**config.mk**
```make
export PLATFORM = sky130hd
export DESIGN_NAME = bfu_pipe_flat
export DESIGN_NICKNAME = d
export VERILOG_FILES = /design/src/rtl/bfu_pipe_if.sv /design/src/rtl/bfu_pipe.sv /design/src/flat_wrapper.sv
export SDC_FILE = /design/constraint.sdc
export NUM_CORES = 1
export LEC_CHECK = 0
export ABC_CLOCK_PERIOD_IN_PS = 21700
export BUFFER_PORTS_ARGS = -buffer_cell sky130_fd_sc_hd__buf_4
export CAP_MARGIN = 5
export CORE_ASPECT_RATIO = 1.1
export CORE_MARGIN = 1
export CORE_UTILIZATION = 60
export CTS_BUF_LIST = sky130_fd_sc_hd__clkbuf_4 sky130_fd_sc_hd__clkbuf_8 sky130_fd_sc_hd__clkbuf_16
export DETAILED_ROUTE_END_ITERATION = 6
export GPL_ROUTABILITY_DRIVEN = 0
export PLACE_DENSITY = 0.83
export SLEW_MARGIN = 20
export SYNTH_ARGS = -nofsm -noshare
export SYNTH_HDL_FRONTEND = slang
export SYNTH_SLANG_ARGS = --single-unit
export TNS_END_PERCENT = 30
```
**constraint.sdc**
```tcl
create_clock -name clk -period 21.7 [get_ports clk]
set_input_delay 2.17 -clock clk [delete_from_list [all_inputs] [get_ports clk]]
set_output_delay 2.17 -clock clk [all_outputs]
set_load 0.05 [all_outputs]
```
**src/rtl/bfu_pipe_if.sv**
```systemverilog
// Stream interface for bfu_pipe: input item channel, output result channel and status.
// The master side feeds items and consumes results; the slave side is the butterfly.
interface bfu_pipe_if #(
  parameter int DATA_WIDTH = 12,
  parameter int TAG_WIDTH  = 8
);
  logic                  in_valid;
  logic                  in_ready;
  logic [1:0]            mode;
  logic [DATA_WIDTH-1:0] u;
  logic [DATA_WIDTH-1:0] v;
  logic [DATA_WIDTH-1:0] w;
  logic [TAG_WIDTH-1:0]  tag_in;
  logic                  out_valid;
  logic                  out_ready;
  logic [DATA_WIDTH-1:0] bf_upper;
  logic [DATA_WIDTH-1:0] bf_lower;
  logic [TAG_WIDTH-1:0]  tag_out;
  logic                  busy;

  modport master (
    output in_valid, mode, u, v, w, tag_in, out_ready,
    input  in_ready, out_valid, bf_upper, bf_lower, tag_out, busy
  );

  modport slave (
    input  in_valid, mode, u, v, w, tag_in, out_ready,
    output in_ready, out_valid, bf_upper, bf_lower, tag_out, busy
  );
endinterface

```
**src/rtl/bfu_pipe.sv**
```systemverilog
// bfu_pipe: fully pipelined modular butterfly (CT / GS / MUL / BYPASS) with valid/ready and tag.
// Define BFU_GS_HALF_EN to halve both GS results (folds the INTT 1/2-per-layer scaling in).
module bfu_pipe #(
  parameter int DATA_WIDTH = 12,
  parameter int Q          = 3329,
  parameter int MUL_LAT    = 4,
  parameter int TAG_WIDTH  = 8
) (
  input  logic      clk,
  input  logic      rst,
  bfu_pipe_if.slave bus
);
  localparam int DW = DATA_WIDTH;
  localparam int PW = 2 * DW;
  localparam int BW = 2 * PW + 1;
  localparam logic [DW:0]   QE = (DW + 1)'(Q);
  localparam logic [PW-1:0] QP = PW'(Q);
  // Barrett constant floor(2^PW / Q); any product < 2^PW lands within 2Q of the true residue.
  localparam logic [BW-1:0] BM = BW'((64'd1 << PW) / 64'(Q));

  localparam logic [1:0] M_CT  = 2'b00;
  localparam logic [1:0] M_GS  = 2'b01;
  localparam logic [1:0] M_MUL = 2'b10;

  typedef struct packed {
    logic                 vld;
    logic [1:0]           mode;
    logic [TAG_WIDTH-1:0] tag;
    logic [DW-1:0]        u;
    logic [DW-1:0]        v;
    logic [DW-1:0]        w;
  } in_t;

  typedef struct packed {
    logic                 vld;
    logic [1:0]           mode;
    logic [TAG_WIDTH-1:0] tag;
    logic [DW-1:0]        a;
    logic [DW-1:0]        b;
  } side_t;

  function automatic logic [DW-1:0] add_mod(input logic [DW-1:0] x, input logic [DW-1:0] y);
    logic [DW:0] s;
    s = {1'b0, x} + {1'b0, y};
    if (s >= QE) s = s - QE;
    return s[DW-1:0];
  endfunction

  // Wrapping in DW bits is exact here because the true result is always in [0, Q).
  function automatic logic [DW-1:0] sub_mod(input logic [DW-1:0] x, input logic [DW-1:0] y);
    return (x < y) ? (x - y + DW'(Q)) : (x - y);
  endfunction

  function automatic logic [DW-1:0] mod_reduce(input logic [PW-1:0] p);
    logic [PW-1:0] qh;
    logic [PW-1:0] r;
    qh = PW'((BW'(p) * BM) >> PW);
    r  = p - qh * QP;
    if (r >= QP) r = r - QP;
    if (r >= QP) r = r - QP;
    return r[DW-1:0];
  endfunction

`ifdef BFU_GS_HALF_EN
  function automatic logic [DW-1:0] half_mod(input logic [DW-1:0] x);
    return DW'(({1'b0, x} + (x[0] ? QE : '0)) >> 1);
  endfunction
`endif

  in_t                  s0_q, s0_d;
  side_t                side_q [MUL_LAT];
  side_t                side_d [MUL_LAT];
  side_t                last;
  logic                 out_vld_q, out_vld_d;
  logic [DW-1:0]        up_q, up_d, lo_q, lo_d;
  logic [TAG_WIDTH-1:0] tag_q, tag_d;
  logic                 adv;
  logic                 busy_w;
  logic [DW-1:0]        mul_a, mul_b, mul_res, side_a;

  // Whole-pipeline enable: every stage, multiplier internals included, moves or holds together.
  assign adv  = !out_vld_q || bus.out_ready;
  assign last = side_q[MUL_LAT-1];

  always_comb begin
    s0_d = s0_q;
    if (adv) begin
      s0_d.vld  = bus.in_valid;
      s0_d.mode = bus.mode;
      s0_d.tag  = bus.tag_in;
      s0_d.u    = bus.u;
      s0_d.v    = bus.v;
      s0_d.w    = bus.w;
    end
  end

  assign mul_b = s0_q.w;

  always_comb begin
    mul_a  = s0_q.u;
    side_a = s0_q.u;
    case (s0_q.mode)
      M_CT: mul_a = s0_q.v;
      M_GS: begin
        mul_a  = sub_mod(s0_q.u, s0_q.v);
        side_a = add_mod(s0_q.u, s0_q.v);
      end
      default: ;
    endcase
  end

  always_comb begin
    side_d = side_q;
    if (adv) begin
      side_d[0] = '{vld: s0_q.vld, mode: s0_q.mode, tag: s0_q.tag, a: side_a, b: s0_q.v};
      for (int i = 1; i < MUL_LAT; i++) side_d[i] = side_q[i-1];
    end
  end

  generate
    if (MUL_LAT == 1) begin : g_mul_single
      logic [DW-1:0] m_q, m_d;
      always_comb m_d = adv ? mod_reduce(PW'(mul_a) * PW'(mul_b)) : m_q;
      always_ff @(posedge clk or negedge rst) begin
        if (!rst) m_q <= '0;
        else      m_q <= m_d;
      end
      assign mul_res = m_q;
    end else begin : g_mul_multi
      // Stage 1 holds the raw product, stage 2 the reduced residue, the rest only delay it.
      logic [PW-1:0] prod_q, prod_d;
      logic [DW-1:0] red_q [MUL_LAT-1];
      logic [DW-1:0] red_d [MUL_LAT-1];
      always_comb begin
        prod_d = prod_q;
        red_d  = red_q;
        if (adv) begin
          prod_d   = PW'(mul_a) * PW'(mul_b);
          red_d[0] = mod_reduce(prod_q);
          for (int i = 1; i < MUL_LAT - 1; i++) red_d[i] = red_q[i-1];
        end
      end
      always_ff @(posedge clk or negedge rst) begin
        if (!rst) begin
          prod_q <= '0;
          for (int i = 0; i < MUL_LAT - 1; i++) red_q[i] <= '0;
        end else begin
          prod_q <= prod_d;
          red_q  <= red_d;
        end
      end
      assign mul_res = red_q[MUL_LAT-2];
    end
  endgenerate

  always_comb begin
    out_vld_d = out_vld_q;
    up_d      = up_q;
    lo_d      = lo_q;
    tag_d     = tag_q;
    if (adv) begin
      out_vld_d = last.vld;
      tag_d     = last.tag;
      case (last.mode)
        M_CT: begin
          up_d = add_mod(last.a, mul_res);
          lo_d = sub_mod(last.a, mul_res);
        end
        M_GS: begin
`ifdef BFU_GS_HALF_EN
          up_d = half_mod(last.a);
          lo_d = half_mod(mul_res);
`else
          up_d = last.a;
          lo_d = mul_res;
`endif
        end
        M_MUL: begin
          up_d = mul_res;
          lo_d = last.b;
        end
        default: begin
          up_d = last.a;
          lo_d = last.b;
        end
      endcase
    end
  end

  always_comb begin
    busy_w = s0_q.vld | out_vld_q;
    for (int i = 0; i < MUL_LAT; i++) busy_w = busy_w | side_q[i].vld;
  end

  always_ff @(posedge clk or negedge rst) begin
    if (!rst) begin
      s0_q <= '0;
      for (int i = 0; i < MUL_LAT; i++) side_q[i] <= '0;
      out_vld_q <= 1'b0;
      up_q      <= '0;
      lo_q      <= '0;
      tag_q     <= '0;
    end else begin
      s0_q      <= s0_d;
      side_q    <= side_d;
      out_vld_q <= out_vld_d;
      up_q      <= up_d;
      lo_q      <= lo_d;
      tag_q     <= tag_d;
    end
  end

  assign bus.in_ready  = adv;
  assign bus.out_valid = out_vld_q;
  assign bus.bf_upper  = up_q;
  assign bus.bf_lower  = lo_q;
  assign bus.tag_out   = tag_q;
  assign bus.busy      = busy_w;
endmodule

```
**src/flat_wrapper.sv**
```systemverilog
// flat-port wrapper written by rule: the top's interface ports become plain ports
module bfu_pipe_flat 
#(
  parameter int DATA_WIDTH = 12,
  parameter int Q          = 3329,
  parameter int MUL_LAT    = 4,
  parameter int TAG_WIDTH  = 8
)
  (clk, rst, bus_in_valid, bus_mode, bus_u, bus_v, bus_w, bus_tag_in, bus_out_ready, bus_in_ready, bus_out_valid, bus_bf_upper, bus_bf_lower, bus_tag_out, bus_busy);
  bfu_pipe_if #(.DATA_WIDTH(DATA_WIDTH), .TAG_WIDTH(TAG_WIDTH)) bus_i ();
  input  logic clk;
  input  logic rst;
  input wire logic [$bits(bus_i.in_valid)-1:0] bus_in_valid;
  input wire logic [$bits(bus_i.mode)-1:0] bus_mode;
  input wire logic [$bits(bus_i.u)-1:0] bus_u;
  input wire logic [$bits(bus_i.v)-1:0] bus_v;
  input wire logic [$bits(bus_i.w)-1:0] bus_w;
  input wire logic [$bits(bus_i.tag_in)-1:0] bus_tag_in;
  input wire logic [$bits(bus_i.out_ready)-1:0] bus_out_ready;
  output wire logic [$bits(bus_i.in_ready)-1:0] bus_in_ready;
  output wire logic [$bits(bus_i.out_valid)-1:0] bus_out_valid;
  output wire logic [$bits(bus_i.bf_upper)-1:0] bus_bf_upper;
  output wire logic [$bits(bus_i.bf_lower)-1:0] bus_bf_lower;
  output wire logic [$bits(bus_i.tag_out)-1:0] bus_tag_out;
  output wire logic [$bits(bus_i.busy)-1:0] bus_busy;
  assign bus_i.in_valid = bus_in_valid;
  assign bus_i.mode = bus_mode;
  assign bus_i.u = bus_u;
  assign bus_i.v = bus_v;
  assign bus_i.w = bus_w;
  assign bus_i.tag_in = bus_tag_in;
  assign bus_i.out_ready = bus_out_ready;
  assign bus_in_ready = bus_i.in_ready;
  assign bus_out_valid = bus_i.out_valid;
  assign bus_bf_upper = bus_i.bf_upper;
  assign bus_bf_lower = bus_i.bf_lower;
  assign bus_tag_out = bus_i.tag_out;
  assign bus_busy = bus_i.busy;
  bfu_pipe #(.DATA_WIDTH(DATA_WIDTH), .Q(Q), .MUL_LAT(MUL_LAT), .TAG_WIDTH(TAG_WIDTH)) u_core (.clk(clk), .rst(rst), .bus(bus_i));
endmodule
```
-- Yosys cells after proc, flatten, opt, wreduce, memory -nomap -nowiden
Index checks and enable logic that the tools add are counted.
- $add $sub $neg: 11
- multipliers: 3
- divide/modulo/power cells: 0
- order comparisons: 6
- equality and inequality tests: 3
- shift operators: 0
- multiplexer cells: 11
- bitwise operators: 5
- reduce and logical (&&, ||, !) cells: 4
- operator list (kind ; number):
    two-way mux 12 bit ; 6
    case mux 12 bit (2 select lines) ; 3
    >= comparator 24 x 12 -> 1 bit (second input constant) ; 2
    two-way mux 24 bit ; 2
    multiplier 24 x 13 -> 37 bit (second input constant) ; 1
    subtractor 12 bit (second input constant) ; 3
    adder 12 x 12 -> 13 bit ; 2
    >= comparator 13 x 12 -> 1 bit (second input constant) ; 2
    adder 12 bit (second input constant) ; 2
    less-than comparator 12 bit ; 2
    multiplier 12 x 12 -> 24 bit ; 1
    multiplier 13 x 12 -> 24 bit (second input constant) ; 1
    subtractor 12 bit ; 2
    subtractor 24 x 12 -> 24 bit (second input constant) ; 1
    subtractor 24 bit ; 1
    bitwise OR 1 bit ; 5
    == test 2 x 1 -> 1 bit (second input constant) ; 2
    logical NOT 2 bit ; 2
    == test 2 bit (second input constant) ; 1
    logical NOT 1 bit ; 1
    logical OR 1 bit ; 1
- register bits: 280
- bits in latches: 0
- RAM bits: 0
- bits in read-only memories: 0
- output and inout bits: 35
- memories kept: 0

-- Depth between registers and ports, before layout
- depth in word-level cells: 8
- mapped depth: 54
- mapped depth without buffers: 51

-- Least setup slack after synthesis
OpenSTA, ideal clock, no wires.
- kind: register to register
- start point: register u_core.g_mul_multi.prod_q[18]
- end point: register u_core.g_mul_multi.red_q[30] in the netlist's numbering
- library setup time: 0.164 ns
- arrival: 11.774 ns
- data required time: 21.536 ns
- path slack: 9.762 ns
- stages on the path, launching flop included: 55
- buffers on the path: 4
- period minus slack after synthesis: 11.938 ns
- path through: dfrtp_1 -> inv_1 -> fa_1 -> fa_1 -> inv_1 -> fa_1 -> fa_1 -> inv_1 -> fa_1 -> inv_1 -> ha_1 -> a21o_1 -> a21o_1 -> a21oi_1 -> o21ai_0 -> a21oi_1 -> nor2_1 -> a21oi_1 -> [19 not listed] -> or3b_1 -> nand4b_4 -> or3_4 -> or3_4 -> nor3_2 -> buf_6 -> xnor2_1 -> ha_1 -> buf_1 -> nand3b_1 -> o22ai_1 -> o211a_1 -> a211o_1 -> nand2_2 -> buf_6 -> nand4_1 -> xnor2_1 -> a21oi_1
- longest elaborated chain between the ends: 8
- RTL lines (element ; line ; source):
    from (decl) ; bfu_pipe.sv:131 ; logic [PW-1:0] prod_q, prod_d;
    from (signal assigned) ; bfu_pipe.sv:148 ; prod_q <= prod_d;
    multiplier 24 x 13 -> 37 bit ; bfu_pipe.sv:57 ; qh = PW'((BW'(p) * BM) >> PW);
    multiplier 13 x 12 -> 24 bit ; bfu_pipe.sv:58 ; r = p - qh * QP;
    subtractor 24 bit * ; bfu_pipe.sv:58 ;
    subtractor 24 x 12 -> 24 bit or >= comparator 24 x 12 -> 1 bit (tied branches) ; bfu_pipe.sv:59 ; if (r >= QP) r = r - QP;
    two-way mux 24 bit * ; bfu_pipe.sv:59 ;
    two-way mux 24 bit * ; bfu_pipe.sv:137 ; if (adv) begin
    >= comparator 24 x 12 -> 1 bit or subtractor 12 bit (tied branches) ; bfu_pipe.sv:60 ; if (r >= QP) r = r - QP;
    two-way mux 12 bit * ; bfu_pipe.sv:60 ;
    to (signal assigned) ; bfu_pipe.sv:149 ; red_q <= red_d;
    to (decl) ; bfu_pipe.sv:132 ; logic [DW-1:0] red_q [MUL_LAT-1];
Every way passes the cells marked *; elsewhere a longest branch is shown, timed or not. The select of a mux whose other input is x is not followed.
A chain may end at the register's enable or synchronous reset.

-- Worst setup path after layout
- start point: register u_core.g_mul_multi.prod_q[18]
- end point: register u_core.g_mul_multi.red_q[28] in the netlist's numbering
Same word-level chain as after synthesis.

==> metrics.yaml <==
cts:
  clk_pin_slew_worst_paths_ns: 0.06
  cts_root_buf: "clkbuf_16"
  htreeDepth: 1
  post-cts-setup-buffer-count: 0
  ctsHoldBuffers: 0
  clock-sinks: 280
  cts.repair.resized: 0
  cts_made_buffers: 31
  cts_tree: "done"
  clock_latency_ns: 0.60
  clockBufferDepth: 3
yosys:
  syn_area_sq_um: 27700
  synthCells: 3195
  ys.flop_type: "dfrtp_1"
  synth-edff-count: 0
  synthTopCellsByCount: "nand2_1 (775), inv_1 (450), ha_1 (322)"
  synth_top_area_share_pct: 25.3
  syn-mean-instance-area_sq_um: 8.67
  synth_area_leaders: "dfrtp_1 (25%), fa_1 (19%), ha_1 (15%)"
  synth_nets: 3827
  post-synth-top-area-cell: "dfrtp_1"
  synthArstFlopShare_pct: 100
  synth-seq-area-share_pct: 25.3
  ys_seq_elements: 280
  yosysMostFrequentCell: "nand2_1"
  ys_types: 84
  yosysWarnings: 0
sta:
  grt_setup_unrepaired: "no"
  slew_violations: 0
  worstMarginPinSlew_ns: 1.04
  fin_setup_tns_ns: 0
  fin_crit_ns: 13.54
  fmax_ghz: 0.0739
  hold_slack_ns: 0.455
  setup_violations: 0
  period_share_pct: 62.4
  finClkSkew_ns: 0.0273
  hold_viol_final: 0
  relSlewSlack_pct: 30.3
  worst_slack_ns: 8.16
die:
  std_cell_rows: 82
  start_util_pct: 60.8
  fp.dieW_microns: 207
  dieArea_sq_um: 47000
  core_area_sq_um: 45600
  die_h_microns: 227
  io_pins: 85
finish:
  drive_above_1_share_pct: 5.69
  multi_input_area_sq_um: 18500
  num_antenna_cells: 0
  area_delta_synth_final_pct: 7.83
  final-seq-area_sq_um: 7010
  fin_cells: 3820
  n_fill_cell: 3506
  nets: 3840
drt:
  dr.pass1.iters: 7
  first_iter_violations: 1662
  drc: 1
  via_per_inst: 5.75
  avgRoutedWirePerCell_microns: 17.2
  vias: 22000
  routed_wl_microns: 65800
  ant_nets: 0
setup_path:
  worstSetupStartpointType: "flip-flop"
  cp_max_fo: 13
  crit_family: "adder cells"
  max_stage_delay_ns: 0.73
  crit_path_end_kind: "flip-flop"
  critical_path_arrival_ns: 14.02
  path_class: "flip-flop to flip-flop"
  worst-path-buf-inv: 7
  slowest_stage: "nor3_2"
  required_ns: 22.18
placement:
  dp_slack_ns: 8.37
  io_buffers: 84
  dp_hpwl_microns: 50300
  place_inst: 3763
global_route:
  gr-usage-all-layers_pct: 29.2
  grt_overflow: 0
  grt_pass1_wl_microns: 111000
  antenna_found_initial: 0
  grt_pass1_vias: 22800
  grt_max_degree: 204
outcome:
  violations: "DRC"
  status: "finished, violations left"
job:
  maxCapViolCount: 0
worst_hold_path:
  hold_path.class: "flip-flop to flip-flop"
[worst paths after layout]
check                                              start                           end  slack, ns  cells after the start
min in group asynchronous                            rst        u_core.bus.bf_upper[6]       1.60                      1
hold / removal                         u_core.side_q[95]             u_core.side_q[60]       0.45                      2
setup reg to reg           u_core.g_mul_multi.prod_q[18]  u_core.g_mul_multi.red_q[28]       8.16                     50
max in group asynchronous                            rst               u_core.mul_b[8]      18.71                      2
hold reg to reg                        u_core.side_q[95]             u_core.side_q[60]       0.45                      2
setup / recovery           u_core.g_mul_multi.prod_q[18]  u_core.g_mul_multi.red_q[28]       8.16                     50
[flip-flops by register name (all words and copies together) (netlist names), 8 cells and up]
register and flops:
u_core.s0_q 35, u_core.g_mul_multi.prod_q 24, u_core.mul_res 12, u_core.bus.bf_upper 12, u_core.bus.tag_out 8, u_core.mul_b 12, u_core.bus.bf_lower 12, u_core.g_mul_multi.red_q 24
u_core.last 35, u_core.side_q 105
[worst reg2reg max path: cells and delay by family (launching register included)]
kind | cells | cell delay [ns]
adders and majority gates | 12 | 5.20
AOI/OAI and AO/OA | 19 | 3.81
and+or+nand+nor | 9 | 2.63
DFF | 1 | 0.56
xor gates and xnor gates | 2 | 0.56
buffers and inverters | 7 | 0.46
muxes | 1 | 0.21
[stage by stage]
step	utilization (%)	cell area, sq um
final	65.6	29900
after detailed placement	63.1	28800
after floorplan	-	27700
after CTS	65.6	29900
after global placement	63.1	28800
after global routing	65.6	29900
[layout make-up]
cell class | instances | area share [%]
multi-input combinational | 2344 | 62.1
clock inverter | 14 | 0.704
sequential | 280 | 23.5
clock buffer | 43 | 2.98
inverter | 451 | 5.69
timing repair buffer | 100 | 2.62
tap | 588 | 2.46
[metal layers]
| layer | vias up | GRT usage [%] | share of wire, % |
|---|---|---|---|
| met5 | - | 0 | 0 |
| met4 | 0 | 10.0 | 3.6 |
| met3 | 178 | 3.06 | 5.6 |
| met2 | 790 | 49.9 | 49 |
| met1 | 10700 | 38.5 | 42 |
| li1 | 10300 | - | - |
[placed cells by master, fill, tap and decap left out, drive strengths merged, types with 5 or more instances in the layout]
cell / netlist / routed
nor2b: 18 / 18
nand3b: 7 / 7
o31ai: 18 / 18
mux2i: 15 / 15
xnor2: 99 / 99
and3: 17 / 17
a21o: 34 / 34
nand2b: 20 / 20
buf: 16 / 100
o21ai: 145 / 145
fa: 260 / 260
nand3: 42 / 42
clkbuf: 104 / 43
or3: 17 / 17
o21bai: 25 / 25
ha: 322 / 322
or2: 5 / 5
dfrtp: 280 / 280
nor4: 5 / 5
inv: 450 / 455
a22oi: 9 / 9
nand2: 776 / 776
o21a: 11 / 11
nor3: 29 / 29
o211a: 6 / 6
a31oi: 15 / 15
nand4: 17 / 17
a21oi: 129 / 129
nor2: 102 / 102
xor2: 44 / 44
o211ai: 8 / 8
a21boi: 14 / 14
a221o: 5 / 5
a211oi: 10 / 10
and2: 56 / 56
[cell families (layout without fill, tap and decap cells)]
logic type / after synthesis / count (layout) / share of synthesized area (%)
adder cells (fa/ha/maj): 582 / 582 / 33.3
buffers and inverters: 571 / 608 / 7.83
XOR/XNOR: 143 / 143 / 4.59
flip-flops: 280 / 280 / 25.3
multiplexers: 15 / 15 / 0.542
AO/OA/AOI/OAI: 472 / 472 / 10.7
AND/OR/NAND/NOR: 1132 / 1132 / 17.7
Power is not shown: default switching activity piles up to over one toggle a cycle in this logic, so the estimate is an artifact.
